File: src/rtl/uart_rx_deser.sv
// uart_rx_deser: 8N1 serial receiver with 16x oversampling.
// Recovers bytes from rx and hands them over with a valid/ack handshake.
// Ports:
//   clk, rst       clock, synchronous active-high reset
//   rx             asynchronous serial line, idle high
//   rd_ack         consumer read pulse, clears data_valid
//   err_clr        clears the sticky frame_err / overrun flags
//   data_out       last good byte
//   data_valid     data_out holds an unread byte
//   frame_err      sticky: a frame ended with a low stop bit
//   overrun        sticky: a byte replaced an unread byte
//   busy           receiver is inside a frame
module uart_rx_deser #(
    parameter int CLK_DIV    = 4,
    parameter int OVERSAMPLE = 16
) (
    input  logic       clk,
    input  logic       rst,
    input  logic       rx,
    input  logic       rd_ack,
    input  logic       err_clr,
    output logic [7:0] data_out,
    output logic       data_valid,
    output logic       frame_err,
    output logic       overrun,
    output logic       busy
);

    localparam int DW = (CLK_DIV > 1) ? $clog2(CLK_DIV) : 1;
    localparam int SW = $clog2(OVERSAMPLE);

    localparam logic [DW-1:0] DIV_LAST = DW'(CLK_DIV - 1);
    localparam logic [SW-1:0] MID      = SW'(OVERSAMPLE / 2 - 1);
    localparam logic [SW-1:0] LAST     = SW'(OVERSAMPLE - 1);

    typedef enum logic [1:0] {
        IDLE,
        START,
        DATA,
        STOP
    } state_t;

    state_t        state_q, state_d;
    logic          rx_meta_q, rx_s_q, rx_prev_q;
    logic [DW-1:0] div_q, div_d;
    logic [SW-1:0] cnt_q, cnt_d;
    logic [2:0]    bit_q, bit_d;
    logic [7:0]    shift_q, shift_d;
    logic [7:0]    data_q, data_d;
    logic          valid_q, valid_d;
    logic          ferr_q, ferr_d;
    logic          ovr_q, ovr_d;
    logic          busy_q, busy_d;

    logic tick;
    logic start_edge;
    logic stop_done;
    logic load;
    logic ferr_set;

    assign tick       = (div_q == DIV_LAST);
    // Only a fresh 1->0 transition arms the receiver, so a held-low
    // line after a bad frame does not restart reception.
    assign start_edge = rx_prev_q & ~rx_s_q;

    always_ff @(posedge clk) begin
        if (rst) begin
            state_q   <= IDLE;
            rx_meta_q <= 1'b1;
            rx_s_q    <= 1'b1;
            rx_prev_q <= 1'b1;
            div_q     <= '0;
            cnt_q     <= '0;
            bit_q     <= '0;
            shift_q   <= '0;
            data_q    <= '0;
            valid_q   <= 1'b0;
            ferr_q    <= 1'b0;
            ovr_q     <= 1'b0;
            busy_q    <= 1'b0;
        end else begin
            state_q   <= state_d;
            rx_meta_q <= rx;
            rx_s_q    <= rx_meta_q;
            rx_prev_q <= rx_s_q;
            div_q     <= div_d;
            cnt_q     <= cnt_d;
            bit_q     <= bit_d;
            shift_q   <= shift_d;
            data_q    <= data_d;
            valid_q   <= valid_d;
            ferr_q    <= ferr_d;
            ovr_q     <= ovr_d;
            busy_q    <= busy_d;
        end
    end

    always_comb begin
        state_d = state_q;
        cnt_d   = cnt_q;
        bit_d   = bit_q;
        shift_d = shift_q;
        div_d   = tick ? '0 : div_q + 1'b1;
        unique case (state_q)
            IDLE: begin
                if (start_edge) begin
                    state_d = START;
                    div_d   = '0;
                    cnt_d   = '0;
                end
            end
            START: begin
                if (tick) begin
                    if (cnt_q == MID) begin
                        // Mid start bit: a high line here was a glitch.
                        cnt_d   = '0;
                        bit_d   = '0;
                        state_d = rx_s_q ? IDLE : DATA;
                    end else begin
                        cnt_d = cnt_q + 1'b1;
                    end
                end
            end
            DATA: begin
                if (tick) begin
                    if (cnt_q == LAST) begin
                        cnt_d   = '0;
                        shift_d = {rx_s_q, shift_q[7:1]};
                        bit_d   = bit_q + 1'b1;
                        if (bit_q == 3'd7) begin
                            state_d = STOP;
                        end
                    end else begin
                        cnt_d = cnt_q + 1'b1;
                    end
                end
            end
            STOP: begin
                if (tick) begin
                    if (cnt_q == LAST) begin
                        cnt_d   = '0;
                        state_d = IDLE;
                    end else begin
                        cnt_d = cnt_q + 1'b1;
                    end
                end
            end
        endcase
    end

    always_comb begin
        stop_done = (state_q == STOP) && tick && (cnt_q == LAST);
        load      = stop_done & rx_s_q;
        ferr_set  = stop_done & ~rx_s_q;
        data_d    = load ? shift_q : data_q;
        // A new byte wins over a same-cycle read acknowledge.
        valid_d   = load | (valid_q & ~rd_ack);
        ovr_d     = (load & valid_q & ~rd_ack) | (ovr_q & ~err_clr);
        ferr_d    = ferr_set | (ferr_q & ~err_clr);
        busy_d    = (state_q != IDLE);
    end

    assign data_out   = data_q;
    assign data_valid = valid_q;
    assign frame_err  = ferr_q;
    assign overrun    = ovr_q;
    assign busy       = busy_q;

endmodule

File: config.mk
export PLATFORM = sky130hd
export DESIGN_NAME = uart_rx_deser
export DESIGN_NICKNAME = d
export VERILOG_FILES = /design/src/rtl/uart_rx_deser.sv
export SDC_FILE = /design/constraint.sdc
export NUM_CORES = 1
export LEC_CHECK = 0
export ABC_AREA = 0
export CAP_MARGIN = 15
export CORE_MARGIN = 2
export CORE_UTILIZATION = 40
export DETAILED_ROUTE_END_ITERATION = 7
export PLACE_DENSITY = 0.57
export SYNTH_ARGS = -nofsm -noshare
export SYNTH_HDL_FRONTEND = slang
export SYNTH_SLANG_ARGS = --single-unit
File: constraint.sdc
create_clock -name clk -period 3.71 [get_ports clk]
set_input_delay 0.742 -clock clk [delete_from_list [all_inputs] [get_ports clk]]
set_output_delay 0.742 -clock clk [all_outputs]
set_load 0.005 [all_outputs]
# Word level (Yosys, flattened, before mapping)
# Index checks and enable logic that the tools add are counted.
[classes]
n_addsub = 3
mul = 0
n_div = 0
n_lt_le_gt_ge = 0
n_eq_ne = 16
shifts = 0
mux = 24
n_bitwise = 14
n_reduce_logical = 10
[ops]
columns = ["op", "n"]
rows = [
  ["$mux 2", 12],
  ["$mux 4", 5],
  ["$ne 2x2->1 const B", 8],
  ["$mux 3", 4],
  ["$pmux 4 s3", 1],
  ["$and 1x1->1", 8],
  ["$pmux 2 s4", 1],
  ["$reduce_and 8->1", 1],
  ["$eq 2x2->1 const B", 3],
  ["$pmux 3 s2", 1],
  ["$reduce_and 3->1", 2],
  ["$reduce_and 5->1", 1],
  ["$add 4x1->4 const B", 1],
  ["$eq 4x3->1 const B", 1],
  ["$eq 4x4->1 const B", 1],
  ["$reduce_bool 2->1", 2],
  ["$add 3x1->3 const B", 1],
  ["$eq 3x3->1 const B", 1],
  ["$not 1->1", 3],
  ["$or 1x1->1", 3],
  ["$add 2x1->2 const B", 1],
  ["$eq 2x1->1 const B", 1],
  ["$logic_and 1x1->1", 2],
  ["$logic_not 2->1", 1],
  ["other kinds (2)", 2],
]
[word_totals]
regBits = 34
latch_bits = 0
ramBits = 0
romBits = 0
out_inout_bits = 12
wordCells = 80
mem_count = 0

# Longest topological paths before layout
# Gate-level depths: netlist (run 1).
[depth]
ltp_word = 7
ltp_mapped = 6
mapped_depth_nobuf = 5

# Worst setup path before layout (run 1)
# Ideal clock, no wire load.
[synth_timing]
kind = "input-to-reg"
startpoint = "input port rst"
endpoint = "register ovr_q, in the netlist overrun"
setup_ps = 84
arrival_ps = 1391
t_required_ps = 3626
slack_ps = 2234
path_stages = 3
path_buffers = 1
cell_sequence = "clkbuf_1 -> or3b_2 -> o31ai_2"
[synth_rtl]
columns = ["item", "line", "rtl"]
rows = [
  ["start: declaration", "18", "input logic rst,"],
  ["end signal: assignment", "93", "ovr_q <= ovr_d;"],
  ["end: declaration", "52", "logic ovr_q, ovr_d;"],
]

==> out/results.ini, run 1 <==
[critical_path]
cp-start-kind=flip-flop
path_cells=and2_1 -> nand4_1 -> mux2i_1 -> nor2_1
cpPeakStageDelay_ns=0.63
crit_family=simple AND/OR/NAND/NOR gates
cp_data_arrival_time_ns=2.18
critPathBufInv=0
required_ns=3.94
crit_path_max_fanout=14
end_kind=flip-flop
criticalPathCategory=flip-flop to flip-flop
cpMaxStageDelayCell=dfxtp_1

[drt]
drt-total-wl_um=2410
first_pass_iters=4
wire_per_inst_um=12.1
first_iter_violations=42
route.vias.total=965
drcViolationCount=0
postRouteAntennaNets=0
viasPerCell=4.85

[yosys]
ys.warnings.count=0
yosysTopAreaCell=dfxtp_1
synth_flop_cell=dfxtp_1
synthTopCellsByCount=dfxtp_1, nor2_1, mux2i_1
yosys-top-cells-area=dfxtp_1, mux2i_1, nor2_1
ys_seq_area_share_pct=48.2
yosysTopAreaCellShare_pct=48.2
yosysMostFrequentCell=dfxtp_1
synth_cell_types=33
syn_avg_cell_area_sq_um=10.3
synth_fp_nets=146
syn_area_sq_um=1410
ys_ff_latch=34
ys_async_sr_fraction_pct=0
netlist_instances=137
synth_edf_count=0

[clocking]
clock_path_buffers=2
path_clk_slew_ns=0.11
htreeDepth=2
cts_resized=0
post-cts-setup-buffer-count=0
insertion_delay_ns=0.34
clock_sinks=34
cts_buffers=5
root_buffer=clkbuf_4
holdBufCountCts=0
cts_tree=built

[worst_hold_path]
min_path_type=flip-flop to flip-flop

[place]
place_area_sq_um=1580
dp_slack_ns=1.53
gp_congestion=0.832
io_buffers=16
dp_hpwl_um=1650

[power_and_ir_drop]
cellPowerDensity_nw_per_um2=443
power_w=0.000750
power.leakage_nw=0.713
vdd_ir_drop_max_mv=0.261

[global_route]
grt_pass1_vias=958
grt_pass1_wl_um=4250
gr-total-overflow=0
grtUsageTotal_pct=13.7
antenna_found_initial=0
grt_max_degree=24

[timing]
layout_setup_ws_ns=1.76
rsz0062_at_grt=no
slew_violations=0
worst_clock_skew_ns=0.0115
hold_viol=0
max_slew_margin_pct=54.9
whs_ns=0.423
setup_viol=0
period_needed_ns=1.95
tns_ns=0
worstMarginPinSlew_ns=0.674
fmax_ghz=0.513
period_share_pct=52.5

[layout]
area_delta_synth_final_pct=19.8
final_area_sq_um=1690
nets=161
final.fill_count=336
drive_gt1_share_pct=12.4
diodes=0

[floorplanning]
die_x_um=63.4
dieArea_sq_um=4020
pin_count=17
start_util_pct=42.0
die_h_um=63.4
num_rows=21
core_region_area_sq_um=3360

[run]
max_cap_viol_count=0

[run_status]
outcome=completed

[registers in the layout, indices dropped and copies added, names as in the netlist, 2 cells and up, named ones only]
register	flops
bit_q	3
cnt_q	4
data_out	8
div_q	2
shift_q	8
[routing by layer]
layer / wire (um) / share of wire, % / GRT usage [%] / vias to the layer above
met5: 0 / 0 / 0 / -
met4: 19 / 0.79 / 5.71 / 0
met3: 78 / 3.2 / 6.07 / 2
met2: 1110 / 46 / 20.7 / 14
met1: 1200 / 50 / 16.9 / 446
li1: - / - / - / 503
[path summary, 6_finish.rpt]
path	startpoint	end	slack [ns]	cells after the start
setup / recovery	flip-flop	data_out[5]$_SDFFE_PP0P_	1.76	4
setup reg to reg	flip-flop	data_out[5]$_SDFFE_PP0P_	1.76	4
hold reg to reg	rx_meta_q$_SDFF_PP1_	rx_s_q$_SDFF_PP1_	0.42	1
hold / removal	rx_meta_q$_SDFF_PP1_	rx_s_q$_SDFF_PP1_	0.42	1
[cells by family after synthesis]
| group | synth area share [%] |
|---|---|
| simple gates | 23.3 |
| flops | 48.2 |
| mux | 14.9 |
| compound gates | 6.02 |
| buf+inv | 4.07 |
| fa+ha+maj | 3.54 |
[cell type report]
cell class / count / area (sq um) / area share [%]
clock buffers: 6 / 51.3 / 3.03
well taps: 46 / 57.6 / 3.40
clock inverters: 2 / 60.1 / 3.55
repair buffers: 17 / 168 / 9.91
multi-input cells: 94 / 674 / 39.9
flip-flops and latches: 34 / 681 / 40.2
[stage by stage]
| step | instances | util, % |
|---|---|---|
| floorplan | 137 | - |
| global placement | 191 | 47.0 |
| detailed placement | 191 | 47.0 |
| CTS | 199 | 50.3 |
| global route | 199 | 50.3 |
| finish | 199 | 50.3 |
[power breakdown]
group	internal, W	switching, W
sequential	0.000370	0.00000442
combinational	0.0000118	0.0000106
clock	0.000228	0.000125
[cell usage in the layout, fill, tap and decap left out]
cell type        count
dfxtp_1             34
nor2_1              27
mux2i_1             21
clkdlybuf4s50_1     16
clkbuf_4             5
a21oi_1              4
ha_1                 4
nor3b_1              3
and3b_1              3
nand3_1              3
or2_2                3
and2_1               2
nand4_1              2
nor2_2               2
and4bb_1             2
nand2_1              2
nand2b_1             2
bufinv_16            2
and3_2               1
o21ai_2              1
o21a_1               1
nor4b_4              1
a22oi_1              1
o211a_1              1
a211oi_1             1
nor4_1               1
o21ai_0              1
nand3b_1             1
a31oi_1              1
nand4b_1             1
or3b_2               1
o31ai_2              1
clkbuf_8             1
buf_4                1
(Power assumes the default switching activity.)
==> run 2: changes to the inputs <==
==> constraint.sdc (replaced) <==
create_clock -name clk -period 1.9 [get_ports clk]
set_input_delay 0.38 -clock clk [delete_from_list [all_inputs] [get_ports clk]]
set_output_delay 0.38 -clock clk [all_outputs]
set_load 0.005 [all_outputs]
==> out/results.ini, run 2 (synthesized netlist as in run 1, its figures left out) <==
[layout]
area_delta_synth_final_pct=18.8
diodes=0  ; unchanged
final_util_pct=49.9  ; -0.41 points
mostFrequentLayoutCells=dfxtp_1, nor2_1, mux2i_1, clkdlybuf4s50_1, buf_4
final-seq-area_sq_um=681  ; unchanged
nets=166  ; +3.1%
final.fill_count=349  ; +3.9%
drive_gt1_share_pct=14.6  ; +2.1 points
multi_input_area_sq_um=674  ; unchanged
final_common_cell=dfxtp_1

[place]
gp_congestion=0.833  ; about the same
dp_hpwl_um=1620  ; -1.8%
io_buffers=16  ; unchanged

[drt]
postRouteAntennaNets=0  ; unchanged
drt-total-wl_um=2350  ; -2.5%
viasPerCell=4.88  ; +0.68%
drcViolationCount=0  ; unchanged
first_pass_iters=3  ; -1
route.vias.total=996  ; +3.2%
wire_per_inst_um=11.5  ; -4.8%
first_iter_violations=8  ; -81%

[clocking]
cts_buffers=5  ; unchanged
insertion_delay_ns=0.33  ; about the same
clock_path_buffers=2  ; unchanged
post-cts-setup-buffer-count=0  ; unchanged
path_clk_slew_ns=0.10  ; about the same
htreeDepth=2  ; unchanged
cts_resized=0  ; unchanged
cts_tree=built
holdBufCountCts=0  ; unchanged
root_buffer=clkbuf_4
clock_sinks=34  ; unchanged

[worst_hold_path]
hold_end=div_q[0]$_SDFF_PP0_
min_path_type=flip-flop to flip-flop
holdCritStartpoint=div_q[0]$_SDFF_PP0_
holdPathStages=1  ; unchanged

[global_route]
antenna_found_initial=0  ; unchanged
gr-total-overflow=0  ; unchanged
grt_max_degree=21  ; -13%
grt_use_met1_pct=15.2  ; -1.7 points
grtUsageTotal_pct=12.9  ; -0.83 points
grt_use_met2_pct=20.3  ; -0.39 points
use_met3_pct=5.36  ; -0.71 points
grt_pass1_wl_um=4000  ; -5.8%
grt.busiest_layer=met2
grt_pass1_vias=930  ; -2.9%

[critical_path]
r2r_start=cnt_q[0]$_SDFFE_PP0P_
rr_worst_depth=5  ; +1
required_ns=2.13  ; -1.81 ns
rrSetupSlack_ns=0.18  ; -1.58 ns
end_kind=flip-flop
crit_path_max_fanout=8  ; -6
criticalPathCategory=flip-flop to flip-flop
cp_data_arrival_time_ns=1.95  ; -0.23 ns
crit-reg2reg-capture=shift_q[1]$_SDFFE_PP0P_
cp-start-kind=flip-flop

[power_and_ir_drop]
vdd_ir_drop_max_mv=0.379  ; +45%
power.leakage_nw=0.715  ; +0.28%
cellPowerDensity_nw_per_um2=707  ; +60%

[timing]
slew_violations=0  ; unchanged
tns_ns=0  ; unchanged
worstMarginPinSlew_ns=0.457  ; -0.218 ns
fmax_ghz=0.583  ; +14%
worst_clock_skew_ns=0.00224  ; -0.00922 ns
max_slew_margin_pct=69.5  ; +15 points
rsz0062_at_grt=no
period_needed_ns=1.72  ; -0.233 ns
setup_viol=0  ; unchanged
hold_viol=0  ; unchanged
period_share_pct=90.3  ; +38 points

[floorplanning]
num_rows=21  ; unchanged
dieArea_sq_um=4020  ; unchanged
start_util_pct=42.0  ; unchanged
die_x_um=63.4  ; unchanged
core_region_area_sq_um=3360  ; unchanged
die_h_um=63.4  ; unchanged
pin_count=17  ; unchanged

[run_status]
outcome=completed

[run]
max_cap_viol_count=0  ; unchanged

run 2: layout make-up:
class | instances | area share (%)
clock buffer | 7 | 3.28
clock inverter | 1 | 0.298
multi-input combinational | 94 | 40.2
sequential | 34 | 40.6
tap | 46 | 3.43
timing repair buffer | 22 | 12.2
run 2: power breakdown:
part           internal [W]  switching [W]  total (W)
Combinational     0.0000257      0.0000243  0.0000500
Sequential         0.000722     0.00000497   0.000727
Clock              0.000179       0.000231   0.000410
run 2: worst max-delay path: stages (launching register included):
cell	delay [ns]
dfxtp_1	0.38
ha_1	0.24
and3_2	0.26
and2_1	0.43
mux2i_1	0.25
nor2_1	0.05
run 2: layer usage:
metal | up-vias | wire, um
li1 | 521 | -
met1 | 455 | 1180
met2 | 15 | 1030
met3 | 5 | 89
met4 | 0 | 44
met5 | - | 0
run 2: through the flow:
step           hold WS [ns]  total power, W  worst slack (ns)  area, sq um  std cells
6_report              0.434         0.00119             0.184         1680        204
2_1_floorplan         0.389        0.000775             0.488         1410        137
3_3_place_gp          0.405        0.000793             0.243         1620        196
4_1_cts               0.438         0.00120             0.169         1680        204
5_1_grt               0.447         0.00125            0.0523         1680        204
3_5_place_dp          0.404        0.000794             0.181         1620        196
run 2: how the worst max path moves through the flow:
stage,startpoint,to,slack [ns],depth (start not counted)
detailed placement,cnt_q[0]$_SDFFE_PP0P_,shift_q[1]$_SDFFE_PP0P_,0.18,5
global placement,cnt_q[0]$_SDFFE_PP0P_,shift_q[0]$_SDFFE_PP0P_,0.24,5
global route,cnt_q[0]$_SDFFE_PP0P_,shift_q[1]$_SDFFE_PP0P_,0.05,5
CTS,cnt_q[0]$_SDFFE_PP0P_,shift_q[1]$_SDFFE_PP0P_,0.17,5
floorplan,cnt_q[0]$_SDFFE_PP0P_,shift_q[0]$_SDFFE_PP0P_,0.49,6
finish,cnt_q[0]$_SDFFE_PP0P_,shift_q[1]$_SDFFE_PP0P_,0.18,5
==> run 3: changes to the inputs <==
--- a/config.mk
+++ b/config.mk
@@ -11,6 +11,7 @@
 export CORE_UTILIZATION = 40
 export DETAILED_ROUTE_END_ITERATION = 7
 export PLACE_DENSITY = 0.57
+export SLEW_MARGIN = 15
 export SYNTH_ARGS = -nofsm -noshare
 export SYNTH_HDL_FRONTEND = slang
 export SYNTH_SLANG_ARGS = --single-unit
==> results of run 3 <==
Final layout, timing and power as in run 2 (identical DEF).
